===== config.mk =====
export PLATFORM = sky130hd
export DESIGN_NAME = regfile_wb_arbiter
export DESIGN_NICKNAME = d
export VERILOG_FILES = /design/src/rtl/regfile_wb_arbiter.sv
export SDC_FILE = /design/constraint.sdc
export NUM_CORES = 1
export LEC_CHECK = 0
export ABC_CLOCK_PERIOD_IN_PS = 6000
export CAP_MARGIN = 20
export CORE_MARGIN = 8
export CORE_UTILIZATION = 48
export CTS_BUF_LIST = sky130_fd_sc_hd__clkbuf_8
export DETAILED_ROUTE_END_ITERATION = 8
export HOLD_SLACK_MARGIN = 0.05
export PLACE_DENSITY = 0.86
export REMOVE_ABC_BUFFERS = 1
export SETUP_SLACK_MARGIN = 0.02
export SLEW_MARGIN = 20
export SYNTH_ARGS = -nofsm -noshare
export SYNTH_HDL_FRONTEND = slang
export SYNTH_SLANG_ARGS = --single-unit

===== constraint.sdc =====
create_clock -name clk -period 6 [get_ports clk]
set_clock_uncertainty 0.15 [all_clocks]
set_input_delay 1.5 -clock clk [delete_from_list [all_inputs] [get_ports clk]]
set_output_delay 1.5 -clock clk [all_outputs]
set_load 0.01 [all_outputs]

===== src/rtl/regfile_wb_arbiter.sv =====
// regfile_wb_arbiter
//   Shares the single register-file write port (wa3/we3/wd3) between the ALU
//   and load write-back paths. Each cycle a registered round-robin pointer
//   picks one requester, and that request is committed one cycle later.
//   Writes to PC_ADDR are steered to the PC write path instead, because the
//   register file sources that index externally. A pending-write scoreboard
//   drives the decode read-hazard flag.
//
// Ports
//   clk, reset_n                 clock (rising edge), async active-low reset
//   alu_valid/addr/data, ready   ALU write-back request and handshake
//   mem_valid/addr/data, ready   load write-back request and handshake
//   alloc_valid, alloc_addr      issue marks a destination register pending
//   ra1, ra2                     decode read addresses
//   hazard                       ra1 or ra2 has an outstanding write
//   wa3, we3, wd3                register-file write port
//   pc_we, pc_wd                 PC write strobe and data
//   pending                      scoreboard, bit i = write to Ri outstanding
//   unalloc_wr                   committed write to a non-pending register
//
// Round-robin pointer
//   state  | meaning
//   RR_ALU | ALU wins when both requesters are valid
//   RR_MEM | MEM wins when both requesters are valid
module regfile_wb_arbiter #(
  parameter int DATA_W  = 32,
  parameter int ADDR_W  = 4,
  parameter int NREG    = 16,
  parameter int PC_ADDR = 15
) (
  input  logic              clk,
  input  logic              reset_n,
  input  logic              alu_valid,
  input  logic [ADDR_W-1:0] alu_addr,
  input  logic [DATA_W-1:0] alu_data,
  output logic              alu_ready,
  input  logic              mem_valid,
  input  logic [ADDR_W-1:0] mem_addr,
  input  logic [DATA_W-1:0] mem_data,
  output logic              mem_ready,
  input  logic              alloc_valid,
  input  logic [ADDR_W-1:0] alloc_addr,
  input  logic [ADDR_W-1:0] ra1,
  input  logic [ADDR_W-1:0] ra2,
  output logic              hazard,
  output logic [ADDR_W-1:0] wa3,
  output logic              we3,
  output logic [DATA_W-1:0] wd3,
  output logic              pc_we,
  output logic [DATA_W-1:0] pc_wd,
  output logic [NREG-1:0]   pending,
  output logic              unalloc_wr
);

  localparam logic [ADDR_W-1:0] PC_IDX = ADDR_W'(PC_ADDR);

  typedef enum logic {RR_ALU = 1'b0, RR_MEM = 1'b1} rr_t;

  rr_t               rr_q, rr_d;
  logic              grant_alu, grant_mem, grant;
  logic [ADDR_W-1:0] sel_addr;
  logic [DATA_W-1:0] sel_data;
  logic              sel_pc;
  logic [ADDR_W-1:0] commit_addr;
  logic              commit;
  logic [NREG-1:0]   pending_d;

  always_ff @(posedge clk or negedge reset_n) begin
    if (!reset_n) rr_q <= RR_ALU;
    else          rr_q <= rr_d;
  end

  // Grants are gated by reset_n so no handshake is reported while in reset.
  always_comb begin
    rr_d      = rr_q;
    grant_alu = 1'b0;
    grant_mem = 1'b0;
    if (reset_n) begin
      if (alu_valid && (!mem_valid || rr_q == RR_ALU)) grant_alu = 1'b1;
      else if (mem_valid)                              grant_mem = 1'b1;
    end
    if (grant_alu)      rr_d = RR_MEM;
    else if (grant_mem) rr_d = RR_ALU;
  end

  assign alu_ready = grant_alu;
  assign mem_ready = grant_mem;
  assign grant     = grant_alu | grant_mem;
  assign sel_addr  = grant_alu ? alu_addr : mem_addr;
  assign sel_data  = grant_alu ? alu_data : mem_data;
  assign sel_pc    = (sel_addr == PC_IDX);

  // commit_addr tracks the target of every commit, including PC writes,
  // since wa3 must hold its previous value across a PC redirect.
  always_ff @(posedge clk or negedge reset_n) begin
    if (!reset_n) begin
      we3         <= 1'b0;
      wa3         <= '0;
      wd3         <= '0;
      pc_we       <= 1'b0;
      pc_wd       <= '0;
      commit_addr <= '0;
    end else begin
      we3   <= grant & ~sel_pc;
      pc_we <= grant & sel_pc;
      if (grant) commit_addr <= sel_addr;
      if (grant && !sel_pc) begin
        wa3 <= sel_addr;
        wd3 <= sel_data;
      end
      if (grant && sel_pc) pc_wd <= sel_data;
    end
  end

  assign commit = we3 | pc_we;

  // Clear first, then set, so a same-edge re-allocation keeps the bit.
  always_comb begin
    pending_d = pending;
    if (commit)      pending_d[commit_addr] = 1'b0;
    if (alloc_valid) pending_d[alloc_addr]  = 1'b1;
  end

  always_ff @(posedge clk or negedge reset_n) begin
    if (!reset_n) pending <= '0;
    else          pending <= pending_d;
  end

  assign unalloc_wr = commit & ~pending[commit_addr];
  assign hazard     = pending[ra1] | pending[ra2];

endmodule


* Yosys cells after proc, flatten, opt, wreduce, memory -nomap -nowiden
Cells that the tools add are included.
Word-level totals: ROM bits 0, flip-flop bits (word level) 91, output and inout bits 90, latch bits 0, logic and storage cells 57, memory bits (writable) 0, memories kept 0
Cells by class: muxes and demuxes 21, multipliers 0, add/subtract/negate cells 0, bitwise logic cells 12, reduce and logical (&&, ||, !) cells 9, equality and inequality tests 1, div/mod/pow operators 0, order comparisons 6, shifts and indexed selects 0
Operators by type and width (number):
- two-way mux 16 bit | 2
- two-way mux 32 bit | 1
- < comparator 4 x 5 -> 1 bit, second input constant | 4
- AND 16 bit | 1
- NOT 16 bit | 1
- OR 16 bit | 1
- binary-select mux 1 bit (select 4 bit) | 3
- two-way mux 1 bit | 12
- demux 1 bit (select 4 bit) | 2
- >= comparator 4 x 1 -> 1 bit, second input constant | 2
- logical AND 1 bit | 5
- == test 4 bit, second input constant | 1
- two-way mux 4 bit | 1
- AND 1 bit | 3
- NOT 1 bit | 3
- OR 1 bit | 3
- logical NOT 1 bit | 2
- nonzero test 2 bit | 1
- logical OR 1 bit | 1

* Longest topological paths before layout
Gate-level depths: netlist (run 1).
word-level depth 9, depth in mapped cells 6, mapped depth without buffers 4

* Least setup slack after synthesis (run 1)
No wires, ideal clock.
path kind input port to output port, from input ra2[0], to output hazard, slack 1.925 ns, stages 4, data required time 4.350 ns, arrival time 2.425 ns, cells stage by stage mux4_2 -> nor2b_1 -> a211oi_1 -> o21ai_0
Between the ends: word-level cells in the longest chain between the ends 3
RTL lines:
- start, declared | RTL line 44 | input logic [ADDR_W-1:0] ra2,
- binary-select mux 1 bit (select 4 bit) | RTL line 130 | assign hazard = pending[ra1] | pending[ra2];
- two-way mux 1 bit (implied by the code) | RTL line 130
- OR 1 bit | RTL line 130
- end, declared | RTL line 45 | output logic hazard,
No other way between the ends. The select of a mux whose other input is x is not followed.

* Final worst setup path (run 1)
Ends and elaborated chain as after synthesis.

==> results.json, run 1 <==
{
  "clkLatencyLatePin_ps": 350,
  "area_delta_synth_final_pct": 45.2,
  "pwr-share-comb_pct": 38.9,
  "worstMarginPinSlew_ps": 727,
  "fp.dieArea_sq_mm": 0.0127,
  "port_buffers": 178,
  "status": "complete, no violations",
  "setup_viol": 0,
  "hpwlAfterDp_um": 10300,
  "stdcell_count": 609,
  "dr.pass1.iters": 4,
  "drcViolationCount": 0,
  "p_clk_share_pct": 18.3,
  "final_layout_size_suffix_gt1_share_pct": 28.5,
  "track_usage_pct": 21.3,
  "io_pins": 179,
  "post-route-min-period_ps": 5210,
  "core_region_area_sq_mm": 0.00915,
  "crit_arrival_ps": 3560,
  "grt_max_degree": 83,
  "postCtsResizedCells": 0,
  "cap_violations": 0,
  "fin_nets": 582,
  "clockBufferDepth": 2,
  "vias_per_cell": 5.52,
  "max_freq_ghz": 0.192,
  "p_per_area_mw_per_mm2": 326,
  "ir_drop_uv": 168,
  "grt_overflow_total": 0,
  "ys_warn_count": 0,
  "place_inst": 593,
  "cts.sinks": 91,
  "min_path_type": "flip-flop to flip-flop",
  "p_switching_w": 0.000672,
  "synth_top_cell_area_share_pct": 50.8,
  "synth.avg_cell_area_sq_um": 14.3,
  "slew_headroom_pct": 51.6,
  "p_sw_share_pct": 31.6,
  "start_kind": "input pin",
  "path_max_fanout": 4,
  "root_buffer": "clkbuf_8",
  "p_seq_share_pct": 42.8,
  "ys_ff_latch": 91,
  "synth_area_leader_cell": "dfrtp_1",
  "yosysMostFrequentCell": "dfrtp_1",
  "slew_violations": 0,
  "syn-cell-area_sq_mm": 0.00448,
  "fin_area_sq_mm": 0.00651,
  "via_count": 3363,
  "critPathKind": "input pin to output pin",
  "cp_common_cell": "clkdlybuf4s50_1",
  "synth_area_leaders": "dfrtp_1 (51%), mux2_2 (19%), mux2_4 (8.7%)",
  "grt_antenna_before_repair": 0,
  "wl_per_cell_um": 21.6,
  "yosysUniqueCellTypes": 32,
  "ys.flop_type": "dfrtp_1",
  "fin_tns_setup_ps": 0,
  "drt_iter0_markers": 164,
  "initial_core_util_pct": 49.0,
  "holdBufCountCts": 0,
  "row_count": 35,
  "cp_slowest_cell": "clkdlybuf4s50_1",
  "required_ps": 4350,
  "cp_slowest_stage_delay_ps": 610,
  "synth_top_cells_by_count": "dfrtp_1 (91), mux2_2 (75), o21ai_0 (32), mux2_4 (26), mux4_2 (12)",
  "layout_worst_path_cycle_share_pct": 86.9,
  "clk_pin_slew_worst_paths_ps": 90,
  "htreeDepth": 3,
  "antenna_left": 0,
  "routed_wl_um": 13200,
  "place_congestion": 0.900,
  "grt_pass1_vias": 3850,
  "hold_violations": 0,
  "die_w_um": 113,
  "p_int_w": 0.00145,
  "cts_made_buffers": 9,
  "n_antenna_cell": 0,
  "p_leak_nw": 2.68,
  "critPathCaptureType": "output pin",
  "seq_area_frac_synth_pct": 50.8,
  "syn_inst": 314,
  "grt_setup_unrepaired": "no",
  "dieHeight_um": 113,
  "place_area_sq_mm": 0.00632,
  "post_cts_buffers": 0,
  "synth_edf_count": 0,
  "worstPathCellList": "clkdlybuf4s50_1, mux4_2, nor2b_1, a211oi_1, o21ai_0, clkdlybuf4s50_1",
  "grt_pass1_wl_um": 21100,
  "cts_tree": "built",
  "async_flop_share_pct": 100
}
-- critical path, delay by kind of cell --
| kind | cells | cell delay, ps |
|---|---|---|
| AND/OR/NAND/NOR | 1 | 140 |
| multiplexers | 1 | 520 |
| AO/OA/AOI/OAI | 2 | 320 |
| buffers and inverters | 2 | 1090 |
-- layout make-up --
| type | count | area [sq um] |
|---|---|---|
| Multi-Input combinational cell | 205 | 2060 |
| Sequential cell | 91 | 2280 |
| Fill cell | 614 | 2640 |
| Timing Repair Buffer | 183 | 1840 |
| Inverter | 3 | 11.3 |
| Tap cell | 111 | 139 |
| Clock inverter | 6 | 47.5 |
| Clock buffer | 10 | 138 |
-- cells in the final DEF, fill, tap and decap left out, drive strengths merged, types with 3 or more instances in the layout --
cell type,instances
clkdlybuf4s50,177
mux2,101
dfrtp,91
o21ai,32
mux4,12
clkbuf,10
nand2b,8
nand2,7
nand3,6
mux2i,6
buf,6
nor2,5
a21oi,5
inv,5
or2,4
o31ai,3
a2bb2oi,3
clkinv,3
-- final timing paths --
path | start | end | slack, ps | cells after the start
hold / removal | pc_wd[0] | pc_wd[0] | 360 | 1
max in group asynchronous | reset_n | wd3[5] | 3920 | 2
setup / recovery | ra2[0] | hazard | 790 | 6
min in group asynchronous | reset_n | wd3[18] | 820 | 1
hold reg to reg | pc_wd[0] | pc_wd[0] | 360 | 1
setup reg to reg | rr_q | wd3[11] | 3400 | 5
-- sequential cells by signal (all words and copies together) (netlist names) --
name,flops
pc_we,1
wa3,4
commit_addr,4
rr_q,1
wd3,32
we3,1
pending,16
pc_wd,32
-- routing by layer --
metal | track usage (%) | wire length (um)
met1 | 23.6 | 4890
met2 | 35.2 | 6450
met3 | 10.3 | 1610
met4 | 6.83 | 229
met5 | 0 | 0
-- cells by family after synthesis --
family,after synthesis,share of synthesized area (%)
multiplexers,119,34.9
flip-flops,91,50.8
AO/OA/AOI/OAI,46,5.80
AND/OR/NAND/NOR,40,5.02
buffers and inverters,18,3.49
-- metrics by stage --
stage	util, %	setup WS [ps]	total power, W	hold slack (ps)
floorplan	-	1640	0.00124	330
global placement	68.8	816	0.00172	339
detailed placement	69.1	769	0.00175	342
CTS	71.1	773	0.00214	365
global route	71.2	668	0.00224	384
finish	71.2	785	0.00213	362
-- power by group through the flow --
stage	Clock (W)	Sequential, W	Combinational [W]
after floorplan	0	0.000949	0.000290
after global placement	0	0.000905	0.000814
after detailed placement	0	0.000917	0.000834
after CTS	0.000397	0.000908	0.000837
after global routing	0.000420	0.000929	0.000887
final	0.000390	0.000910	0.000827
Power figures use the tool's default switching activity.
==> run 2, diff against run 1 <==
--- a/config.mk
+++ b/config.mk
@@ -9,7 +9,7 @@
 export CAP_MARGIN = 20
 export CORE_MARGIN = 8
 export CORE_UTILIZATION = 48
-export CTS_BUF_LIST = sky130_fd_sc_hd__clkbuf_8
+export CTS_BUF_LIST = sky130_fd_sc_hd__clkbuf_2 sky130_fd_sc_hd__clkbuf_4 sky130_fd_sc_hd__clkbuf_8
 export DETAILED_ROUTE_END_ITERATION = 8
 export HOLD_SLACK_MARGIN = 0.05
 export PLACE_DENSITY = 0.86
==> results of run 2 <==
Final layout, timing and power as in run 1 (identical DEF).
